## config.mk

```make
export PLATFORM = sky130hd
export DESIGN_NAME = piece_queue
export DESIGN_NICKNAME = d
export VERILOG_FILES = /design/src/rtl/tetris_pkg.sv /design/src/rtl/bag_shifter.sv /design/src/rtl/piece_queue.sv
export SDC_FILE = /design/constraint.sdc
export NUM_CORES = 1
export LEC_CHECK = 0
export ABC_AREA = 1
export BUFFER_PORTS_ARGS = -buffer_cell sky130_fd_sc_hd__buf_2
export CORE_UTILIZATION = 30
export CTS_BUF_LIST = sky130_fd_sc_hd__clkbuf_4
export CTS_CLUSTER_SIZE = 40
export DETAILED_ROUTE_END_ITERATION = 7
export HOLD_SLACK_MARGIN = 0.12
export PLACE_DENSITY = 0.56
export SYNTH_ARGS = -nofsm -noshare
export SYNTH_HDL_FRONTEND = slang
export SYNTH_SLANG_ARGS = --single-unit
```

## constraint.sdc

```tcl
create_clock -name clk -period 2.92 [get_ports clk]
set_clock_uncertainty 0.15 [all_clocks]
set_input_delay 0.438 -clock clk [delete_from_list [all_inputs] [get_ports clk]]
set_output_delay 0.438 -clock clk [all_outputs]
set_load 0.02 [all_outputs]
```

## src/rtl/tetris_pkg.sv

```systemverilog
// Shared piece/bag types and queue FSM encoding for the piece queue slice.
package tetris_pkg;
  localparam int PIECE_W = 3;
  localparam int BAG_N   = 7;
  localparam int BAG_W   = PIECE_W * BAG_N;

  typedef logic [PIECE_W-1:0] piece_t;
  typedef logic [BAG_W-1:0]   bag_t;

  localparam piece_t NO_PIECE  = 3'b111;
  localparam bag_t   EMPTY_BAG = {BAG_N{NO_PIECE}};

  typedef enum logic [1:0] {
    REQ  = 2'd0,
    WAIT = 2'd1,
    FULL = 2'd2
  } queue_state_e;
endpackage

```

## src/rtl/bag_shifter.sv

```systemverilog
// Seven-entry piece shift register: slot 0 is the head, empties refill with NO_PIECE.
// Priority: load > clr > shift > set0 (set0 rewrites the head slot only).
module bag_shifter
  import tetris_pkg::*;
(
  input  logic                 clk,
  input  logic                 nreset,
  input  logic                 load,
  input  logic [BAG_W-1:0]     load_data,
  input  logic                 clr,
  input  logic                 shift,
  input  logic                 set0,
  input  logic [PIECE_W-1:0]   set0_data,
  output logic [BAG_W-1:0]     data,
  output logic [2:0]           cnt
);

  always_ff @(posedge clk) begin
    if (!nreset) begin
      data <= EMPTY_BAG;
      cnt  <= 3'd0;
    end else if (load) begin
      data <= load_data;
      cnt  <= 3'(BAG_N);
    end else if (clr) begin
      data <= EMPTY_BAG;
      cnt  <= 3'd0;
    end else if (shift && cnt != 3'd0) begin
      data <= {NO_PIECE, data[BAG_W-1:PIECE_W]};
      cnt  <= cnt - 3'd1;
    end else if (set0) begin
      data[PIECE_W-1:0] <= set0_data;
    end
  end

endmodule

```

## src/rtl/piece_queue.sv

```systemverilog
// Double-buffered piece queue between the bag generator and game control.
// Optional hold slot is built only when PIECE_QUEUE_HOLD_EN is defined.
module piece_queue
  import tetris_pkg::*;
(
  input  logic        clk,
  input  logic        nreset,
  input  logic        bag_ready,
  input  logic [20:0] bag_pieces,
  output logic        newbag,
  input  logic        pop,
  input  logic        hold_req,
  output logic [2:0]  piece,
  output logic        piece_valid,
  output logic [2:0]  next_piece,
  output logic        next_valid,
  output logic [2:0]  held_piece,
  output logic        held_valid,
  output logic [7:0]  bags_used,
  output logic [1:0]  state_dbg
);

  localparam logic [1:0] S_REQ  = REQ;
  localparam logic [1:0] S_WAIT = WAIT;
  localparam logic [1:0] S_FULL = FULL;

  logic [1:0]          state;
  logic                armed;
  logic [BAG_W-1:0]    active_data;
  logic [BAG_W-1:0]    staged_data;
  logic [2:0]          active_cnt;
  logic [2:0]          staged_cnt;
  logic                staged_valid;
  logic                hold_pop;
  logic                hold_swap;
  piece_t              swap_piece;
  logic                pop_eff;
  logic                shift_req;
  logic [2:0]          cnt_after;
  logic                transfer;
  logic                active_has_after;
  logic                staged_has_after;
  logic                cap;
  logic                cap_active;
  logic                cap_staged;
  logic [BAG_W-1:2*PIECE_W] unused_active_tail;

  assign piece_valid  = (active_cnt != 3'd0);
  assign piece        = active_data[PIECE_W-1:0];
  assign staged_valid = (staged_cnt != 3'd0);
  assign unused_active_tail = active_data[BAG_W-1:2*PIECE_W];
  assign state_dbg    = state;

  // Preview falls through to the staged bag once active is down to one piece.
  always_comb begin
    next_valid = 1'b0;
    next_piece = NO_PIECE;
    if (active_cnt >= 3'd2) begin
      next_valid = 1'b1;
      next_piece = active_data[2*PIECE_W-1:PIECE_W];
    end else if (staged_valid) begin
      next_valid = 1'b1;
      next_piece = staged_data[PIECE_W-1:0];
    end
  end

  assign pop_eff   = pop && piece_valid;
  assign shift_req = pop_eff || hold_pop;
  assign cnt_after = active_cnt - {2'b00, shift_req};
  assign transfer  = shift_req && (active_cnt == 3'd1) && staged_valid;

  // Capture target is decided on the post-pop view of both buffers.
  assign active_has_after = (cnt_after != 3'd0) || transfer;
  assign cap              = (state == S_WAIT) && armed && bag_ready;
  assign cap_active       = cap && !active_has_after;
  assign cap_staged       = cap && active_has_after;
  assign staged_has_after = cap_staged || (staged_valid && !transfer);

`ifdef PIECE_QUEUE_HOLD_EN
  logic   hold_lock;
  logic   hold_eff;
  piece_t held_q;
  logic   held_v;

  assign hold_eff   = hold_req && piece_valid && !hold_lock && !pop;
  assign hold_pop   = hold_eff && !held_v;
  assign hold_swap  = hold_eff && held_v;
  assign swap_piece = held_q;
  assign held_piece = held_q;
  assign held_valid = held_v;

  always_ff @(posedge clk) begin
    if (!nreset) begin
      hold_lock <= 1'b0;
      held_q    <= NO_PIECE;
      held_v    <= 1'b0;
    end else begin
      if (hold_eff) begin
        hold_lock <= 1'b1;
        held_q    <= piece;
        held_v    <= 1'b1;
      end else if (pop_eff) begin
        hold_lock <= 1'b0;
      end
    end
  end
`else
  logic unused_hold;

  assign unused_hold = hold_req;
  assign hold_pop    = 1'b0;
  assign hold_swap   = 1'b0;
  assign swap_piece  = NO_PIECE;
  assign held_piece  = NO_PIECE;
  assign held_valid  = 1'b0;
`endif

  bag_shifter u_active (
    .clk       (clk),
    .nreset    (nreset),
    .load      (transfer || cap_active),
    .load_data (transfer ? staged_data : bag_pieces),
    .clr       (1'b0),
    .shift     (shift_req),
    .set0      (hold_swap),
    .set0_data (swap_piece),
    .data      (active_data),
    .cnt       (active_cnt)
  );

  bag_shifter u_staged (
    .clk       (clk),
    .nreset    (nreset),
    .load      (cap_staged),
    .load_data (bag_pieces),
    .clr       (transfer),
    .shift     (1'b0),
    .set0      (1'b0),
    .set0_data (NO_PIECE),
    .data      (staged_data),
    .cnt       (staged_cnt)
  );

  // armed guards against capturing a ready level left over from the last bag.
  always_ff @(posedge clk) begin
    if (!nreset) begin
      state     <= S_REQ;
      armed     <= 1'b0;
      newbag    <= 1'b0;
      bags_used <= 8'd0;
    end else begin
      newbag <= 1'b0;
      if (cap_active || transfer) bags_used <= bags_used + 8'd1;
      case (state)
        S_REQ: begin
          newbag <= 1'b1;
          armed  <= 1'b0;
          state  <= S_WAIT;
        end
        S_WAIT: begin
          if (cap) begin
            armed <= 1'b0;
            state <= staged_has_after ? S_FULL : S_REQ;
          end else if (!bag_ready) begin
            armed <= 1'b1;
          end
        end
        S_FULL: begin
          if (!(active_has_after && staged_has_after)) state <= S_REQ;
        end
        default: state <= S_REQ;
      endcase
    end
  end

endmodule

```

* Word-level counts from Yosys, hierarchy flattened
Index checks and enable logic that the tools add are counted.
** Storage, ports and cells
- Register bits after elaboration :: 60
- Output and inout bits :: 23
- Word-level logic and storage cells :: 64
- Bits of input ports :: 26
** Operators by class
- Equal/unequal tests :: 6
- Magnitude comparators :: 1
- Add/subtract/negate cells :: 3
- Reductions and logical operators :: 24
- Multiplexer cells :: 22
** Operator list (number)
- $mux 21 :: 4
- $mux 3 :: 7
- $mux 18 :: 1
- $logic_and 1x1->1 :: 10
- $reduce_bool 3->1 :: 3
- $add 8x1->8 const B :: 1
- $mux 2 :: 3
- $pmux 2 s3 :: 1
- $reduce_bool 2->1 :: 3
- $mux 1 :: 5
- $ne 2x2->1 const B :: 2
- $reduce_and 2->1 :: 2
- $eq 3x1->1 const B :: 1
- $ge 3x2->1 const B :: 1
- $logic_or 1x1->1 :: 3
- $ne 3x3->1 const B :: 1
- $sub 3x1->3 :: 1
- $sub 3x1->3 const B :: 1
- $eq 2x1->1 const B :: 1
- $eq 2x2->1 const B :: 1
- $logic_not 1->1 :: 2
- $logic_not 2->1 :: 1
- $pmux 1 s2 :: 1

* Logic depth before layout (Yosys ltp)
Gate-level depths: netlist of run 1.
- Depth in word-level cells :: 10
- Mapped depth :: 16
- Mapped depth without buffers :: 15

* By module
Synthesis of run 1 repeated with hierarchy kept, for this count alone.
** Unflattened totals
- Cell total of the unflattened synthesis :: 549
- Area total of the unflattened synthesis :: 3799.9 um^2
** Modules (own cells, without submodules)
- bag_shifter :: seq. area each 480.5 um^2, area an instance 1332.5 um^2, cells each 178, times used 2
- piece_queue :: seq. area each 240.2 um^2, area an instance 1134.8 um^2, cells each 193, times used 1

* Least setup slack after synthesis of run 1
OpenSTA, ideal clock, no wires.
- Path kind :: register to register
- Start :: reg u_active.cnt[0]
- End :: reg u_active.data[20]
- Clock period less this slack :: 2.439 ns
- Buffers on the path :: 2
- Arrival :: 2.164 ns
- Stages on the path, launching flop included :: 16
- Path slack :: 0.481 ns
- Required time :: 2.645 ns
- Path through :: dfxtp_1 -> inv_1 -> ha_1 -> nand2_2 -> nand2_1 -> inv_1 -> buf_2 -> ha_1 -> nand2_1 -> nor2_1 -> nand3_4 -> nand2_4 -> buf_4 -> nand3_1 -> nand2_1 -> nand2_1
** On the way
- Word-level cells in the longest chain between the ends :: 9
- Elaborated cells between the ends (all ways) :: 15
** Ends and longest elaborated chain
- start, declared :: line bag_shifter.sv:15 : output logic [2:0] cnt
- start signal, assigned :: line bag_shifter.sv:24 : cnt <= 3'(BAG_N);
- start signal, assigned :: line bag_shifter.sv:30 : cnt <= cnt - 3'd1;
- $reduce_bool 3->1 * :: line piece_queue.sv:48 : assign piece_valid = (active_cnt != 3'd0);
- named net piece_valid :: line piece_queue.sv:14 : output logic piece_valid,
- $logic_and 1x1->1 :: line piece_queue.sv:67 : assign pop_eff = pop && piece_valid;
- $sub 3x1->3 / $logic_and 1x1->1 (equally long branches) :: line piece_queue.sv:69, piece_queue.sv:70
- $reduce_bool 3->1 / $logic_and 1x1->1 (equally long branches) :: line piece_queue.sv:73, piece_queue.sv:70
- $logic_or 1x1->1 :: line piece_queue.sv:73 : assign active_has_after = (cnt_after != 3'd0) || transfer;
- $logic_not 1->1 :: line piece_queue.sv:75 : assign cap_active = cap && !active_has_after;
- $logic_and 1x1->1 :: line piece_queue.sv:75
- $logic_or 1x1->1 :: line piece_queue.sv:121 : .load (transfer || cap_active),
- $mux 21 / $reduce_bool 2->1 (equally long branches)
- end signal, assigned :: line bag_shifter.sv:23 : data <= load_data;
- end signal, assigned :: line bag_shifter.sv:29 : data <= {NO_PIECE, data[BAG_W-1:PIECE_W]};
- end signal, assigned by index :: line bag_shifter.sv:32 : data[PIECE_W-1:0] <= set0_data;
- end, declared :: line bag_shifter.sv:14 : output logic [BAG_W-1:0] data,
The timed path passes the listed nets; every way through them passes the cells marked *.
A chain may end at the register's enable or synchronous reset.

* Worst setup path in the final report of run 1
- Start :: reg u_active.cnt[0]
- End :: out next_piece[0]
** On the way
- Word-level cells in the longest chain between the ends :: 2
** Ends and longest elaborated chain
- $ge 3x2->1 :: line piece_queue.sv:58 : if (active_cnt >= 3'd2) begin
- $mux 3 :: line piece_queue.sv:58
- end, declared :: line piece_queue.sv:15 : output logic [2:0] next_piece,
No other way between the ends.

==> results_dict.tcl, run 1 <==
set metrics [dict create \
    cpMostUsedCell "o21ai_0" \
    design_area_mm2 0.003578 \
    seqPwrFrac_pct 36.4 \
    synth_mux_area_share_pct 0 \
    cp-end-kind "primary output" \
    crit_buf_inv 2 \
    grt_pass1_wl_um 13660 \
    place_congestion 0.7657 \
    synthCells 510 \
    final_nets 573 \
    pwr-share-comb_pct 48.7 \
    grt_usage_pct 15.05 \
    clock_path_buffers 2 \
    antennaDiodeCount 0 \
    synth.top_cell.area_share_pct 35.49 \
    area_delta_synth_final_pct 9.369 \
    worst_r2r_path_depth 14 \
    relSlewSlack_pct 52.79 \
    fin_crit_ns 2.659 \
    setup_viol 0 \
    path_cells "inv_1, ha_1, nor3_1, o21ai_0, o21ai_0, buf_2" \
    crit_path_start_kind "register" \
    yosys_warnings 0 \
    io_pins 49 \
    cp-startpoint "u_active.cnt[0]" \
    cap_violations 0 \
    synth_cell_types 28 \
    p_int_mw 1.531 \
    post_cts_buffers 0 \
    synth_fa_ha_area_share_pct 2.294 \
    powerDensity_mw_per_mm2 779.3 \
    critPathCapture "next_piece[0]" \
    cp_slowest_cell "nor3_1" \
    cp.depth 6 \
    h-tree-depth 3 \
    worstMarginPinSlew_ns 0.7082 \
    synth_seq_cells 58 \
    finalWorstSetupSlack_ns 0.2610 \
    wirelength_um 8020 \
    setup_tns_ns 0 \
    drt-initial-drc-count 191 \
    port-buffer-count 43 \
    cts_tree "built" \
    synth_compound_area_share_pct 6.233 \
    leakage_nw 1.908 \
    status "finished, final reports clean" \
    layout-drive-gt1-share_pct 13.84 \
    max_freq_mhz 376.1 \
    core_area_mm2 0.01046 \
    slowest_delay_ns 0.49 \
    drtAntennaViolNets 0 \
    antenna_found_initial 0 \
    synth_area_per_cell_um2 6.415 \
    clkPwrFrac_pct 14.9 \
    crit_family "simple AND/OR/NAND/NOR gates" \
    numCtsBuffers 9 \
    hold_buffers 0 \
    rsz0062_at_grt "false" \
    yosys.area.top_type "dfxtp_1" \
    first_pass_iters 4 \
    worstPathArrival_ns 2.07 \
    hpwl_um 5351 \
    cp.required_ns 2.33 \
    worstPathMaxFanout 7 \
    netSwitchingPower_mw 1.258 \
    routed_via_density 4.562 \
    clock_latency_ns 0.40 \
    fin_crit_sh_pct 91.06 \
    clkTransAtPathRegs_ns 0.09 \
    cts_root_buffer "clkbuf_4" \
    vias 3093 \
    grt_overflow 0 \
    seq_area_frac_synth_pct 35.49 \
    grt_pass1_vias 2962 \
    grt_max_degree 36 \
    synthTopCellsByArea "dfxtp_1 (35%), nand2_1 (22%), nand3_1 (8.0%)" \
    synth_top_family_by_area "simple AND/OR/NAND/NOR gates" \
    synth_xor_area_share_pct 0.5354 \
    yosys.area_share.simple_pct 39.96 \
    worstSetupPathType "register to primary output" \
    placed_cell_area_mm2 0.003500 \
    rrSetupSlack_ns 0.40 \
    ir_drop_mv 0.3213 \
    drv_slew 0 \
    cts.sinks 58 \
    r2r_start "u_active.cnt[1]" \
    dieArea_mm2 0.01133 \
    hold_class "input pin to register" \
    cts.repair.resized 0 \
    dieHeight_um 106.4 \
    initial_utilization_pct 31.27 \
    swShare_pct 45.10 \
    netlist_area_mm2 0.003272 \
    num_rows 37 \
    pre_cts_ws_ns 0.4079 \
    finalHoldViolCount 0 \
    die_x_um 106.4 \
    post_drt_wl_per_cell_um 11.83 \
    r2r-end "u_staged.data[5]" \
    drc 0 \
]
## how the worst min path moves through the flow
stage / startpoint / end / slack (ns) / cells past startpoint
after floorplan: armed / armed / 0.29 / 2
after global placement: armed / armed / 0.30 / 2
after detailed placement: u_staged.data[11] / u_staged.data[11] / 0.30 / 2
after CTS: bag_ready / armed / 0.14 / 3
after global routing: bag_ready / armed / 0.15 / 3
final: bag_ready / armed / 0.17 / 3
## cells in the mapped netlist, drive strengths merged
master	number
nand3	53
nor3	3
xor2	1
ha	6
xnor2	1
dfxtp	58
o21ai	31
buf	31
nand2	199
inv	66
clkinv	1
a21oi	9
nand4	25
clkbuf	5
conb	2
nor2	18
or2	1
## final cells by class
class,count,area [um2]
Clock buffer,9,67.56
Sequential cell,58,1161
Timing Repair Buffer,54,297.8
Clock inverter,3,11.26
Fill cell,1184,6884
Tap cell,136,170.2
Multi-Input combinational cell,351,1619
Inverter,67,251.5
## layer usage
metal | share of wire (%) | GRT usage (%)
met5 | 0 | 0
met4 | 0.46 | 5.577
met3 | 4.6 | 3.433
met2 | 47 | 25.19
met1 | 48 | 18.77
## cell families after synthesis
family	Yosys count
fa+ha+maj	6
other cells	2
simple gates	299
compound gates	40
xor+xnor	2
buf+inv	103
flops	58
## through the flow
| stage | cells | hold slack, ns | util [%] | total power [mW] |
|---|---|---|---|---|
| 6_report | 678 | 0.1676 | 34.20 | 2.789 |
| 3_3_place_gp | 666 | 0.2953 | 33.45 | 2.386 |
| 5_1_grt | 678 | 0.1504 | 34.20 | 3.064 |
| 2_1_floorplan | 512 | 0.2866 | - | 2.105 |
| 3_5_place_dp | 666 | 0.3021 | 33.45 | 2.401 |
| 4_1_cts | 678 | 0.1421 | 34.20 | 2.833 |
## registers in the layout, indices dropped and copies added, names as in the netlist
signal         cells
u_active.data     21
u_staged.data     21
bags_used          8
u_active.cnt       3
state_dbg          2
armed              1
newbag             1
u_staged.cnt       1
## placed cells by master, fill, tap and decap left out, types with 3 or more instances in the layout
cell      Yosys  routed
nand2_1     195     195
inv_1        63      63
dfxtp_1      58      58
nand3_1      52      52
buf_2         9      43
nand4_1      24      24
o21ai_1      21      21
nor2_1       17      17
buf_4        11      11
o21ai_0       9       9
a21oi_1       9       9
clkbuf_4      0       9
ha_1          6       6
clkinv_1      1       4
conb_1        2       4
inv_2         3       3
nand2_2       3       3
nor3_1        3       3
## power by group through the flow
| stage | clock, mW | combinational [mW] | sequential [mW] |
|---|---|---|---|
| floorplan | 0 | 1.09 | 1.02 |
| global placement | 0 | 1.36 | 1.03 |
| detailed placement | 0 | 1.37 | 1.03 |
| CTS | 0.441 | 1.38 | 1.02 |
| global route | 0.472 | 1.56 | 1.04 |
| finish | 0.417 | 1.36 | 1.02 |
## worst reg2reg max path, delay by kind of cell, from the launching register on
kind,cells,cell delay [ns]
fa+ha+maj,2,0.44
flops,1,0.40
compound gates,2,0.51
buf+inv,4,0.60
simple gates,6,0.37
No activity file was read; power rests on OpenSTA's default activity.
==> run 2: changes to the inputs <==
CORE_UTILIZATION = 55   (was 30)
PLACE_DENSITY = 0.86   (was 0.56)
RECOVER_POWER = 25   (was default)
==> run 2 against run 1 <==
- via count up 3.7%
- sequential power about the same
- register-to-register slack worse by 0.10 ns
- power up 1.5%
- global-route usage up 11 points
- count of clock-buffer cells in the layout up 1
- final cell count down 9.0%
- sequential share of layout area up 0.78 points
- core utilization up 28 points
- setup slack better by 0.034 ns
==> results_dict.tcl, run 2 (same netlist as run 1, synthesis figures left out) <==
set metrics [dict create \
    status "finished, final reports clean" \
    num_rows 27 \
    slowest_delay_ns 0.51 \
    cts_tree "built" \
    place_congestion 0.8224 \
    routed.top_layer "met4" \
    drc 0 \
    initial_utilization_pct 58.34 \
    fin_crit_sh_pct 89.89 \
    finalWorstSetupSlack_ns 0.2952 \
    worstPathArrival_ns 2.80 \
    die_x_um 79.13 \
    powerDensity_mw_per_mm2 810.0 \
    layout_commonest_cell "nand2_1" \
    max_freq_mhz 381.0 \
    crit_buf_inv 4 \
    final_nets 572 \
    leakage_nw 1.860 \
    ir_drop_mv 0.4922 \
    antenna_found_initial 0 \
    cp-end-kind "register" \
    routed_via_density 5.199 \
    io_pins 49 \
    worstPathMaxFanout 12 \
    numCtsBuffers 9 \
    layout-drive-gt1-share_pct 11.19 \
    cap_violations 0 \
    grt_max_degree 27 \
    dieHeight_um 79.13 \
    cts_root_buffer "clkbuf_4" \
    relSlewSlack_pct 20.99 \
    rsz0062_at_grt "false" \
    dieArea_mm2 0.006262 \
    hold_class "input pin to register" \
    area_delta_synth_final_pct 6.807 \
    cp.required_ns 3.10 \
    crit_path_start_kind "register" \
    grt_pass1_vias 2969 \
    dr_wl_met3_um 404 \
    cts.sinks 58 \
    h-tree-depth 3 \
    worstMarginPinSlew_ns 1.185 \
    drtAntennaViolNets 0 \
    placed_cell_area_mm2 0.003412 \
    reg_top3 "u_active.data x21, u_staged.data x21, bags_used x8" \
    dp_cells 601 \
    final_cell_mix "nand2_1 (195), inv_1 (63), dfxtp_1 (58)" \
    clock_latency_ns 0.40 \
    design_area_mm2 0.003495 \
    vias 3208 \
    grt_usage_pct 26.26 \
    cp_slowest_cell "o21ai_2" \
    wirelength_met1_um 3307 \
    hold_buffers 0 \
    core_area_mm2 0.005608 \
    port-buffer-count 43 \
    hpwl_um 4875 \
    fin_crit_ns 2.625 \
    post_drt_wl_per_cell_um 12.14 \
    grt_overflow 0 \
    setup_tns_ns 0 \
    clock_path_buffers 2 \
    stdcell_count 617 \
    wl_met2_um 3633 \
    setup_viol 0 \
    drv_slew 0 \
    path_cells "inv_1, ha_1, nand2_2, nand2_1, inv_1, ha_1, inv_1, nor2_1, nand2_1, nor2_1, o21ai_2, buf_4, o21ai_1, nand2_1" \
    drt-initial-drc-count 175 \
    grt_pass1_wl_um 12950 \
    wirelength_um 7493 \
    clkTransAtPathRegs_ns 0.10 \
    finalHoldViolCount 0 \
    first_pass_iters 4 \
    pre_cts_ws_ns 0.06118 \
    worstSetupPathType "register to register" \
    antennaDiodeCount 0 \
    crit_family "compound AO/OA/AOI/OAI gates" \
    n_fill_cell 548 \
]
[run 2: cell type report]
| type | instances | area [um2] | area share, % |
|---|---|---|---|
| Tap cell | 72 | 90.09 | 2.578 |
| Sequential cell | 58 | 1161 | 33.23 |
| Clock buffer | 10 | 75.07 | 2.148 |
| Timing Repair Buffer | 53 | 270.3 | 7.734 |
| Clock inverter | 6 | 23.77 | 0.6803 |
| Inverter | 67 | 251.5 | 7.197 |
| Multi-Input combinational cell | 351 | 1623 | 46.44 |
[run 2: routing by layer]
layer | up-vias | global-route usage (%)
li1 | 1638 | -
met1 | 1444 | 29.99
met2 | 106 | 46.38
met3 | 20 | 7.931
met4 | 0 | 8.545
met5 | - | 0
[run 2: what timing repair did]
action,4_1_cts,5_1_grt
setup endpoints to repair,0,12
setup buffers,0,0
resized for setup,0,1
[run 2: through the flow]
step / power [mW] / hold slack (ns) / util, %
floorplan: 2.105 / 0.2866 / -
global placement: 2.340 / 0.2946 / 60.84
detailed placement: 2.380 / 0.3001 / 60.84
CTS: 2.840 / 0.1403 / 62.61
global route: 3.073 / 0.1395 / 62.32
finish: 2.831 / 0.1603 / 62.32
[run 2: power breakdown]
group          switching, mW  internal [mW]  total (mW)
sequential            0.0894          0.932        1.02
combinational          0.904          0.445        1.35
clock                  0.291          0.169       0.461
[run 2: path summary, 6_finish.rpt]
path                            depth (start not counted)                end        startpoint  slack [ns]
worst max register to register                         14  u_staged.data[13]   u_active.cnt[1]        0.30
worst min-delay path                                    3              armed         bag_ready        0.16
worst min register to register                          2   u_staged.data[9]  u_staged.data[9]        0.33
worst max-delay path                                   14  u_staged.data[13]   u_active.cnt[1]        0.30
[run 2: worst min-delay path, delay by kind of cell]
family                 cells  cell delay [ns]
AO/OA/AOI/OAI              1             0.05
AND/OR/NAND/NOR            1             0.09
buffers and inverters      1             0.08
==> run 3: changes to the inputs <==
CTS_BUF_LIST = sky130_fd_sc_hd__clkbuf_8   (was sky130_fd_sc_hd__clkbuf_4)
==> run 3 against run 2 <==
- power up 9.7%
- sequential share of layout area shrank 0.95 points
- highest routed layer unchanged
- count of clock-buffer cells in the layout rose by 4
- register-to-register slack gained 0.02 ns
- largest power group unchanged
- hold slack gained 0.070 ns
- critical endpoint unchanged
- first-iteration DRC count rose by 17%
- largest cell class unchanged
- maximum frequency up 0.68%
- cell area grew 2.9%
==> results_dict.tcl, run 3 (same netlist as run 1, synthesis figures left out) <==
set metrics [dict create \
    status "finished, final reports clean" \
    setup_tns_ns 0 \
    fin_crit_ns 2.607 \
    routed_via_density 5.224 \
    io_pins 49 \
    reg_top3 "u_active.data x21, u_staged.data x21, bags_used x8" \
    leakage_nw 1.912 \
    cts_tree "built" \
    powerDensity_mw_per_mm2 863.5 \
    finalHoldViolCount 0 \
    num_rows 27 \
    hold_class "input pin to register" \
    layout-drive-gt1-share_pct 11.93 \
    worstPathArrival_ns 2.72 \
    routed.top_layer "met4" \
    area_delta_synth_final_pct 9.943 \
    post_drt_wl_per_cell_um 12.34 \
    rsz0062_at_grt "false" \
    drc 0 \
    port-buffer-count 43 \
    worstMarginPinSlew_ns 1.168 \
    die_x_um 79.13 \
    cp-end-kind "register" \
    first_pass_iters 5 \
    vias 3223 \
    drtAntennaViolNets 0 \
    grt_usage_pct 26.97 \
    cp_slowest_cell "o21ai_2" \
    layout_commonest_cell "nand2_1" \
    worstSetupPathType "register to register" \
    clock_latency_ns 0.34 \
    drt-initial-drc-count 204 \
    dieArea_mm2 0.006262 \
    cap_violations 0 \
    place_congestion 0.8224 \
    slowest_delay_ns 0.51 \
    dieHeight_um 79.13 \
    relSlewSlack_pct 22.13 \
    antenna_found_initial 0 \
    grt_pass1_vias 3060 \
    placed_cell_area_mm2 0.003412 \
    fin_crit_sh_pct 89.29 \
    grt_max_degree 27 \
    wl_met2_um 3733 \
    setup_viol 0 \
    crit_path_start_kind "register" \
    antennaDiodeCount 0 \
    wirelength_um 7612 \
    initial_utilization_pct 58.34 \
    cts_root_buffer "clkbuf_8" \
    cp.required_ns 3.04 \
    total_power_mw 3.106 \
    dr_wl_met3_um 464 \
    numCtsBuffers 9 \
    final_cell_mix "nand2_1 (195), inv_1 (64), dfxtp_1 (58)" \
    clock_path_buffers 2 \
    wirelength_met1_um 3228 \
    cts.sinks 58 \
    final_nets 572 \
    ir_drop_mv 0.5237 \
    fin_util_pct 64.15 \
    clkTransAtPathRegs_ns 0.06 \
    core_area_mm2 0.005608 \
    grt_pass1_wl_um 13270 \
    hpwl_um 4875 \
    h-tree-depth 3 \
    drv_slew 0 \
    max_freq_mhz 383.6 \
    grt_overflow 0 \
    worstPathMaxFanout 12 \
    path_cells "inv_1, ha_1, nand2_2, nand2_1, inv_1, ha_1, inv_1, nor2_1, nand2_1, nor2_1, o21ai_2, buf_4, o21ai_1, nand2_1" \
    design_area_mm2 0.003597 \
]
## run 3: cell types whose count changed in the layout (fill, tap and decap cells not counted)
| cell | delta |
|---|---|
| clkbuf_4 | -10 |
| clkbuf_8 | +14 |
| clkinv_1 | -5 |
| inv_1 | +1 |
## run 3: final cells by class
| type | count | area (um2) |
|---|---|---|
| clock buffer | 14 | 192.7 |
| clock inverter | 2 | 8.758 |
| fill | 538 | 2011 |
| inverter | 67 | 251.5 |
| multi-input combinational | 351 | 1623 |
| sequential | 58 | 1161 |
| tap | 72 | 90.09 |
| timing repair buffer | 53 | 270.3 |
## run 3: critical path: cells and delay by family, from the launching register on
kind	cells	cell delay, ns
compound gates	2	0.59
flops	1	0.39
buf+inv	4	0.54
fa+ha+maj	2	0.45
simple gates	6	0.39
## run 3: repair_timing
item | CTS | global route
gates resized for setup | 0 | 1
endpoints found under the setup margin | 0 | 12
endpoints found under the hold margin | 0 | 0
hold buffers | 0 | 0
setup buffers | 0 | 0
## run 3: worst paths after layout
path / cells past startpoint / endpoint / from / slack, ns
min reg2reg: 2 / u_staged.data[11] / u_staged.data[11] / 0.32
max: 14 / u_staged.data[13] / u_active.cnt[1] / 0.31
min: 3 / armed / bag_ready / 0.23
max reg2reg: 14 / u_staged.data[13] / u_active.cnt[1] / 0.31
## run 3: where the power goes
| group | total (mW) | internal (mW) | switching [mW] |
|---|---|---|---|
| Sequential | 1.02 | 0.933 | 0.0890 |
| Combinational | 1.35 | 0.444 | 0.908 |
| Clock | 0.732 | 0.420 | 0.312 |
## run 3: metal layers
| layer | global-route usage, % | up-vias |
|---|---|---|
| met5 | 0 | - |
| met1 | 30.14 | 1460 |
| met4 | 11.27 | 0 |
| li1 | - | 1638 |
| met3 | 7.816 | 17 |
| met2 | 47.50 | 108 |
## run 3: stage by stage
step	instances	hold slack [ns]	setup WS, ns
final	617	0.2301	0.3128
after global routing	617	0.2283	0.1379
after CTS	617	0.2164	0.03498
after detailed placement	601	0.3001	0.06118
after global placement	601	0.2946	0.1568
after floorplan	512	0.2866	0.4806
